**config.mk**
```make
export PLATFORM = sky130hd
export DESIGN_NAME = tm_cadu_framer
export DESIGN_NICKNAME = d
export VERILOG_FILES = /design/src/rtl/tm_pkg.sv /design/src/rtl/tm_pn_gen.sv /design/src/rtl/tm_cadu_framer.sv
export SDC_FILE = /design/constraint.sdc
export NUM_CORES = 1
export LEC_CHECK = 0
export ABC_AREA = 1
export CORE_AREA = 10 10 73 75
export CTS_CLUSTER_DIAMETER = 50
export DETAILED_ROUTE_END_ITERATION = 6
export DIE_AREA = 0 0 83 85
export DONT_BUFFER_PORTS = 1
export GPL_TIMING_DRIVEN = 1
export SETUP_SLACK_MARGIN = 0.15
export SLEW_MARGIN = 10
export SYNTH_ARGS = -nofsm -noshare
export SYNTH_HDL_FRONTEND = slang
export SYNTH_HIERARCHICAL = 1
export SYNTH_SLANG_ARGS = --single-unit
```
**constraint.sdc**
```tcl
create_clock -name clk -period 2.15 [get_ports clk]
set_input_delay 0.3225 -clock clk [delete_from_list [all_inputs] [get_ports clk]]
set_output_delay 0.3225 -clock clk [all_outputs]
set_load 0.02 [all_outputs]
```
**src/rtl/tm_pkg.sv**
```systemverilog
// Shared definitions for the TM CADU framing path: sync marker, PN randomizer
// constants, framer state encoding and small byte helpers.
package tm_pkg;

  // CCSDS attached sync marker, transmitted MSB byte first
  localparam logic [31:0] CCSDS_ASM = 32'h1ACFFC1D;

  // Randomizer seed (all ones) and tap mask for h(x)=x^8+x^7+x^5+x^3+1.
  // Bit i of the mask selects the LFSR window bit holding sequence bit a[n+i].
  localparam logic [7:0] PN_SEED = 8'hFF;
  localparam logic [7:0] PN_POLY = 8'hA9;

  typedef enum logic [1:0] {
    IDLE = 2'd0,
    ASM  = 2'd1,
    DATA = 2'd2
  } tm_state_e;

  // Select one marker byte, index 0 being the most significant byte
  function automatic logic [7:0] asm_byte(input logic [31:0] word, input logic [1:0] idx);
    logic [7:0] b;
    case (idx)
      2'd0:    b = word[31:24];
      2'd1:    b = word[23:16];
      2'd2:    b = word[15:8];
      default: b = word[7:0];
    endcase
    return b;
  endfunction

  // Bit-reverse a byte
  function automatic logic [7:0] bit_rev8(input logic [7:0] v);
    logic [7:0] r;
    for (int i = 0; i < 8; i++) r[i] = v[7-i];
    return r;
  endfunction

endpackage

```
**src/rtl/tm_pn_gen.sv**
```systemverilog
// CCSDS pseudo-random sequence generator, one output byte per advance.
// The window register holds the next 8 sequence bits with the oldest bit in
// bit 0; the presented byte is that window reversed so the first generated
// bit appears as the MSB. Each advance runs the recurrence 8 times.
module tm_pn_gen
  import tm_pkg::*;
(
  input  logic       clk,
  input  logic       nGrst,
  input  logic       rst,
  input  logic       seed_ld,
  input  logic       adv,
  output logic [7:0] pn_byte
);

  logic [7:0] win;

  // Eight unrolled LFSR steps: new bit = parity of tapped window bits
  function automatic logic [7:0] step8(input logic [7:0] w);
    logic [7:0] r;
    r = w;
    for (int i = 0; i < 8; i++) r = {^(r & PN_POLY), r[7:1]};
    return r;
  endfunction

  // Window register: reseed on reset or request, else advance one byte
  always_ff @(posedge clk or negedge nGrst) begin
    if (!nGrst) begin
      win <= PN_SEED;
    end else if (rst || seed_ld) begin
      win <= PN_SEED;
    end else if (adv) begin
      win <= step8(win);
    end
  end

  assign pn_byte = bit_rev8(win);

endmodule

```
**src/rtl/tm_cadu_framer.sv**
```systemverilog
// CADU framer: prefixes each RS codeblock with the 32-bit ASM and XORs the
// codeblock bytes with the CCSDS pseudo-random sequence.
// Build option: define TM_RANDOMIZER_EN to enable the randomizer; without it
// codeblock bytes pass through unchanged and the PN generator is absent.
//
// Handshake (both sides): a byte moves on a clock edge where valid & ready are
// both high. The source holds data stable while valid & !ready; ready never
// depends combinationally on the partner's valid. The output register only
// loads when it is empty or being drained (!out_valid | out_ready).
module tm_cadu_framer
  import tm_pkg::*;
#(
  parameter int unsigned BLK_LEN  = 255,
  parameter logic [31:0] ASM_WORD = CCSDS_ASM,
  parameter int unsigned CNT_W    = 9
) (
  input  logic       clk,
  input  logic       nGrst,
  input  logic       rst,
  input  logic       en,
  input  logic [7:0] in_data,
  input  logic       in_valid,
  output logic       in_ready,
  output logic [7:0] out_data,
  output logic       out_valid,
  input  logic       out_ready,
  output logic       out_sof,
  output logic       out_eof,
  output logic       busy,
  output logic [1:0] dbg_state
);

  localparam logic [CNT_W-1:0] LAST_IDX = CNT_W'(BLK_LEN - 1);

  tm_state_e        state;
  logic [CNT_W-1:0] cnt;
  logic             load;
  logic             last_byte;
  logic [7:0]       pn_byte;

  assign load      = !out_valid || out_ready;
  assign in_ready  = (state == DATA) && load;
  assign last_byte = (cnt == LAST_IDX);
  assign busy      = (state != IDLE);
  assign dbg_state = state;

`ifdef TM_RANDOMIZER_EN
  logic accept;
  logic seed_ld;

  assign accept  = in_valid && in_ready;
  // Reseed on every entry into ASM, from IDLE or straight from a block end
  assign seed_ld = ((state == IDLE) && en && in_valid) ||
                   (accept && last_byte && en);

  tm_pn_gen u_pn_gen (
    .clk     (clk),
    .nGrst   (nGrst),
    .rst     (rst),
    .seed_ld (seed_ld),
    .adv     (accept),
    .pn_byte (pn_byte)
  );
`else
  assign pn_byte = 8'h00;
`endif

  // Framing FSM with registered output byte and sof/eof qualifiers
  always_ff @(posedge clk or negedge nGrst) begin
    if (!nGrst) begin
      state     <= IDLE;
      cnt       <= '0;
      out_data  <= 8'h00;
      out_valid <= 1'b0;
      out_sof   <= 1'b0;
      out_eof   <= 1'b0;
    end else if (rst) begin
      state     <= IDLE;
      cnt       <= '0;
      out_data  <= 8'h00;
      out_valid <= 1'b0;
      out_sof   <= 1'b0;
      out_eof   <= 1'b0;
    end else begin
      case (state)
        IDLE: begin
          // Drain any held final byte, then wait for a block to present itself
          if (load) begin
            out_valid <= 1'b0;
            out_sof   <= 1'b0;
            out_eof   <= 1'b0;
          end
          if (en && in_valid) begin
            state <= ASM;
            cnt   <= '0;
          end
        end
        ASM: begin
          if (load) begin
            out_data  <= asm_byte(ASM_WORD, cnt[1:0]);
            out_valid <= 1'b1;
            out_sof   <= (cnt == '0);
            out_eof   <= 1'b0;
            if (cnt[1:0] == 2'd3) begin
              state <= DATA;
              cnt   <= '0;
            end else begin
              cnt <= cnt + 1'b1;
            end
          end
        end
        DATA: begin
          if (load) begin
            if (in_valid) begin
              out_data  <= in_data ^ pn_byte;
              out_valid <= 1'b1;
              out_sof   <= 1'b0;
              out_eof   <= last_byte;
              if (last_byte) begin
                cnt   <= '0;
                state <= (en && in_valid) ? ASM : IDLE;
              end else begin
                cnt <= cnt + 1'b1;
              end
            end else begin
              // Input starved: let the pending byte go and show a bubble
              out_valid <= 1'b0;
              out_sof   <= 1'b0;
              out_eof   <= 1'b0;
            end
          end
        end
        default: begin
          state <= IDLE;
          cnt   <= '0;
        end
      endcase
    end
  end

endmodule
```
==> impl_metrics.prom <==
# TYPE chip_impl_metric gauge
chip_impl_info{name="timing.critical_path.to_type",value="output port"} 1
chip_impl_metric{name="drt_first_iter_violations",unit=""} 90
chip_impl_metric{name="final-max-slew-violation-count",unit=""} 0
chip_impl_metric{name="finalWorstPathRequiredPeriod",unit="ps"} 1780
chip_impl_info{name="timing.critical_path.from_type",value="register"} 1
chip_impl_info{name="cpLargestDelayFamily",value="flip-flops"} 1
chip_impl_metric{name="detailedRoute.firstPassIterationCount",unit=""} 4
chip_impl_metric{name="ys_seq_area_share",unit="%"} 36.2
chip_impl_metric{name="detail-route-antenna-nets",unit=""} 0
chip_impl_metric{name="synth_top_area_share",unit="%"} 36.2
chip_impl_info{name="cell_with_the_most_instances_after_synthesis",value="nand2_1"} 1
chip_impl_metric{name="max-vdd-ir-drop",unit="mV"} 0.353
chip_impl_metric{name="avgSynthCellArea",unit="um^2"} 7.50
chip_impl_metric{name="timing.critical_path.fanout_max",unit=""} 11
chip_impl_metric{name="post_drt_via_cell_ratio",unit=""} 5.01
chip_impl_metric{name="via_count_of_the_first_global_routing_pass",unit=""} 1257
chip_impl_metric{name="synthesis.yosys.warnings",unit=""} 6
chip_impl_metric{name="die_height",unit="um"} 85
chip_impl_metric{name="dp_worst_setup_slack",unit="ps"} 218
chip_impl_info{name="critPathSlowestCell",value="dfrtp_2"} 1
chip_impl_metric{name="dp_hpwl",unit="mm"} 2.86
chip_impl_metric{name="worst_hold_slack",unit="ps"} 206
chip_impl_metric{name="worstPathBufferInverterCount",unit=""} 1
chip_impl_info{name="cp_cell_sequence",value="ha_1 > inv_2 > nor2_1"} 1
chip_impl_metric{name="timing.fmax",unit="GHz"} 0.563
chip_impl_metric{name="grt_max_degree",unit=""} 23
chip_impl_info{name="run_status",value="finished, final reports clean"} 1
chip_impl_info{name="synth.cells.most_frequent",value="nand2_1 (63), dfrtp_1 (22), inv_1 (21)"} 1
chip_impl_info{name="tritoncts_clock_tree",value="yes"} 1
chip_impl_metric{name="total_number_of_clock_tree_sinks",unit=""} 22
chip_impl_metric{name="synthToLayoutAreaGrowth",unit="%"} 6.49
chip_impl_metric{name="report.final.hold_viol_count",unit=""} 0
chip_impl_info{name="cts_root_buffer",value="clkbuf_8"} 1
chip_impl_metric{name="wire_per_inst",unit="um"} 14.2
chip_impl_metric{name="mappedNetlistArea",unit="mm^2"} 0.00152
chip_impl_info{name="synth.top_cells.by_area",value="dfrtp_1 (36%), nand2_1 (16%), ha_1 (9.0%), inv_1 (5.2%), nand3_1 (4.9%)"} 1
chip_impl_metric{name="floorplan.die.width",unit="um"} 83
chip_impl_metric{name="port_buffers",unit=""} 0
chip_impl_metric{name="drc_errors",unit=""} 0
chip_impl_metric{name="power.switching_fraction",unit="%"} 47.4
chip_impl_metric{name="totalPowerFinal",unit="W"} 0.00164
chip_impl_metric{name="p_seq_share",unit="%"} 42.4
chip_impl_metric{name="power.internal",unit="W"} 0.000865
chip_impl_metric{name="cp.depth",unit=""} 3
chip_impl_metric{name="finalSetupTns",unit="ps"} 0
chip_impl_metric{name="routed_wirelength",unit="mm"} 3.65
chip_impl_metric{name="max_stage_delay",unit="ps"} 470
chip_impl_info{name="setup.worst_path.class",value="reg2out"} 1
chip_impl_metric{name="p_leak",unit="nW"} 0.793
chip_impl_metric{name="whs_path_depth",unit=""} 2
chip_impl_metric{name="switching_pwr",unit="W"} 0.000779
chip_impl_metric{name="worstPathRequired",unit="ps"} 1830
chip_impl_info{name="synthFlopType",value="dfrtp_1"} 1
chip_impl_metric{name="global_route.overflow_total",unit=""} 0
chip_impl_metric{name="clock_insertion_delay_worst_skew",unit="ps"} 260
chip_impl_metric{name="cts.repair_timing.setup_buffer_count",unit=""} 0
chip_impl_metric{name="core",unit="mm^2"} 0.00391
chip_impl_metric{name="wire_length_of_the_first_global_routing_pass",unit="mm"} 6.51
chip_impl_metric{name="number_of_unique_standard_cell_types_used_by_synthesis",unit=""} 28
chip_impl_metric{name="final_nets",unit=""} 233
chip_impl_info{name="netlist.top_cell.by_area",value="dfrtp_1"} 1
chip_impl_metric{name="boundaryPins",unit=""} 29
chip_impl_metric{name="reg2regPathDepth",unit=""} 7
chip_impl_metric{name="globalplace.congestion",unit=""} 0.819
chip_impl_metric{name="antenna_found_initial",unit=""} 0
chip_impl_metric{name="rows",unit=""} 23
chip_impl_metric{name="finClkSkew",unit="ps"} 3.65
chip_impl_metric{name="post_synth_edffs",unit=""} 0
chip_impl_metric{name="slew-limit-headroom",unit="%"} 30.6
chip_impl_metric{name="powerDensity",unit="mW/mm^2"} 1010
chip_impl_metric{name="synth_nets",unit=""} 228
chip_impl_metric{name="cts_buffer_depth",unit=""} 2
chip_impl_metric{name="clkTransAtPathRegs",unit="ps"} 80
chip_impl_info{name="holdCritPathClass",value="in2reg"} 1
chip_impl_metric{name="dr_total_vias",unit=""} 1283
chip_impl_metric{name="power.combinational.fraction",unit="%"} 41.7
chip_impl_metric{name="cts_made_buffers",unit=""} 3
chip_impl_metric{name="cp.arrival",unit="ps"} 1450
chip_impl_metric{name="part_of_the_power_in_the_clock_network",unit="%"} 15.9
chip_impl_metric{name="grt_usage",unit="%"} 10.8
chip_impl_metric{name="start_util",unit="%"} 38.9
chip_impl_metric{name="setup_viol",unit=""} 0
chip_impl_metric{name="design.die.area",unit="mm^2"} 0.00706
chip_impl_metric{name="fin_util",unit="%"} 41.4
chip_impl_metric{name="drive_above_1_share",unit="%"} 11.2
chip_impl_metric{name="timing.final.ws_setup",unit="ps"} 374
chip_impl_metric{name="postSynth.asyncResetShare",unit="%"} 100
chip_impl_metric{name="synth_cells",unit=""} 203
chip_impl_metric{name="synth-seq-cells",unit=""} 22
chip_impl_metric{name="worstMarginPinSlew",unit="ps"} 1040
chip_impl_info{name="grt_setup_unrepaired",value="false"} 1
chip_impl_metric{name="max-cap-violations",unit=""} 0
chip_impl_metric{name="post-route-period-util",unit="%"} 82.6
chip_impl_metric{name="n_fill_cell",unit=""} 413
chip_impl_metric{name="antenna_fix_cells",unit=""} 0
chip_impl_metric{name="ctsHtreeMaxLevel",unit=""} 1
-- registers in the layout (all words and copies together) (netlist names) --
name       flops
cnt            9
out_data       8
dbg_state      2
out_eof        1
out_sof        1
out_valid      1
-- cell type report --
class,count,area (um^2),share of cell area [%]
clock buffers,3,41.3,2.55
flip-flops and latches,22,552,34.0
repair buffers,3,25.0,1.54
well taps,50,62.6,3.86
multi-input cells,155,855,52.7
inverters,23,86.3,5.32
-- cells by family (layout without fill, tap and decap cells) --
group | count (synthesis) | count (layout) | synth area share (%)
buffers and inverters | 26 | 29 | 7.89
XOR/XNOR | 2 | 2 | 1.15
adder cells (fa/ha/maj) | 11 | 11 | 9.04
flip-flops | 22 | 22 | 36.2
AO/OA/AOI/OAI | 31 | 31 | 12.2
AND/OR/NAND/NOR | 111 | 111 | 33.6
-- layout by cell type, fill, tap and decap left out, drive strengths merged --
cell / n
nand3: 16
a21oi: 13
dfrtp: 22
nand2: 66
dlygate4sd3: 1
ha: 11
nand4: 3
or2: 1
nor2: 22
xor2: 2
o211ai: 2
o22ai: 1
a21boi: 1
o21a: 2
buf: 2
inv: 23
clkbuf: 3
o31ai: 2
nor3: 3
o21ai: 10
-- timing repair --
action,in CTS,in global routing
gates resized for setup,0,2
hold buffers,1,0
hold endpoints to repair,22,0
endpoints found under the setup margin,0,13
-- power groups by stage --
stage / combinational [W] / clock [W] / sequential [W]
4_1_cts: 0.000689 / 0.000273 / 0.000702
3_3_place_gp: 0.000670 / 0 / 0.000707
5_1_grt: 0.000778 / 0.000292 / 0.000716
2_1_floorplan: 0.000556 / 0 / 0.000698
3_5_place_dp: 0.000675 / 0 / 0.000711
6_report: 0.000686 / 0.000262 / 0.000696
-- per-layer routing --
layer / up-vias / global-route usage, % / part of all wire, %
met5: - / 0 / 0
met4: 0 / 3.72 / 1.3
met3: 5 / 2.39 / 5.1
met2: 29 / 16.4 / 44
met1: 592 / 14.7 / 50
li1: 657 / - / -
-- worst reg2reg max path, delay by kind of cell, from the launching register on --
| family | cells | cell delay (ps) |
|---|---|---|
| flip-flops | 1 | 490 |
| AND/OR/NAND/NOR | 3 | 450 |
| adder cells (fa/ha/maj) | 1 | 340 |
| AO/OA/AOI/OAI | 1 | 80 |
| buffers and inverters | 2 | 290 |
-- final timing paths --
kind | startpoint | endpoint | slack (ps)
min in group asynchronous | nGrst | out_data[6] | 690
max in group asynchronous | nGrst | dbg_state[1] | 770
worst min-delay path | in_data[7] | out_data[7] | 210
worst max register to register | dbg_state[1] | cnt[1] | 390
worst min register to register | cnt[7] | cnt[7] | 530
worst max-delay path | dbg_state[1] | in_ready | 370
-- per-stage QoR --
| stage | area (um^2) | std cells |
|---|---|---|
| 6_report | 1620 | 256 |
| 5_1_grt | 1620 | 256 |
| 4_1_cts | 1620 | 256 |
| 3_5_place_dp | 1570 | 252 |
| 3_3_place_gp | 1570 | 252 |
| 2_1_floorplan | 1520 | 203 |
(Power assumes the default switching activity.)
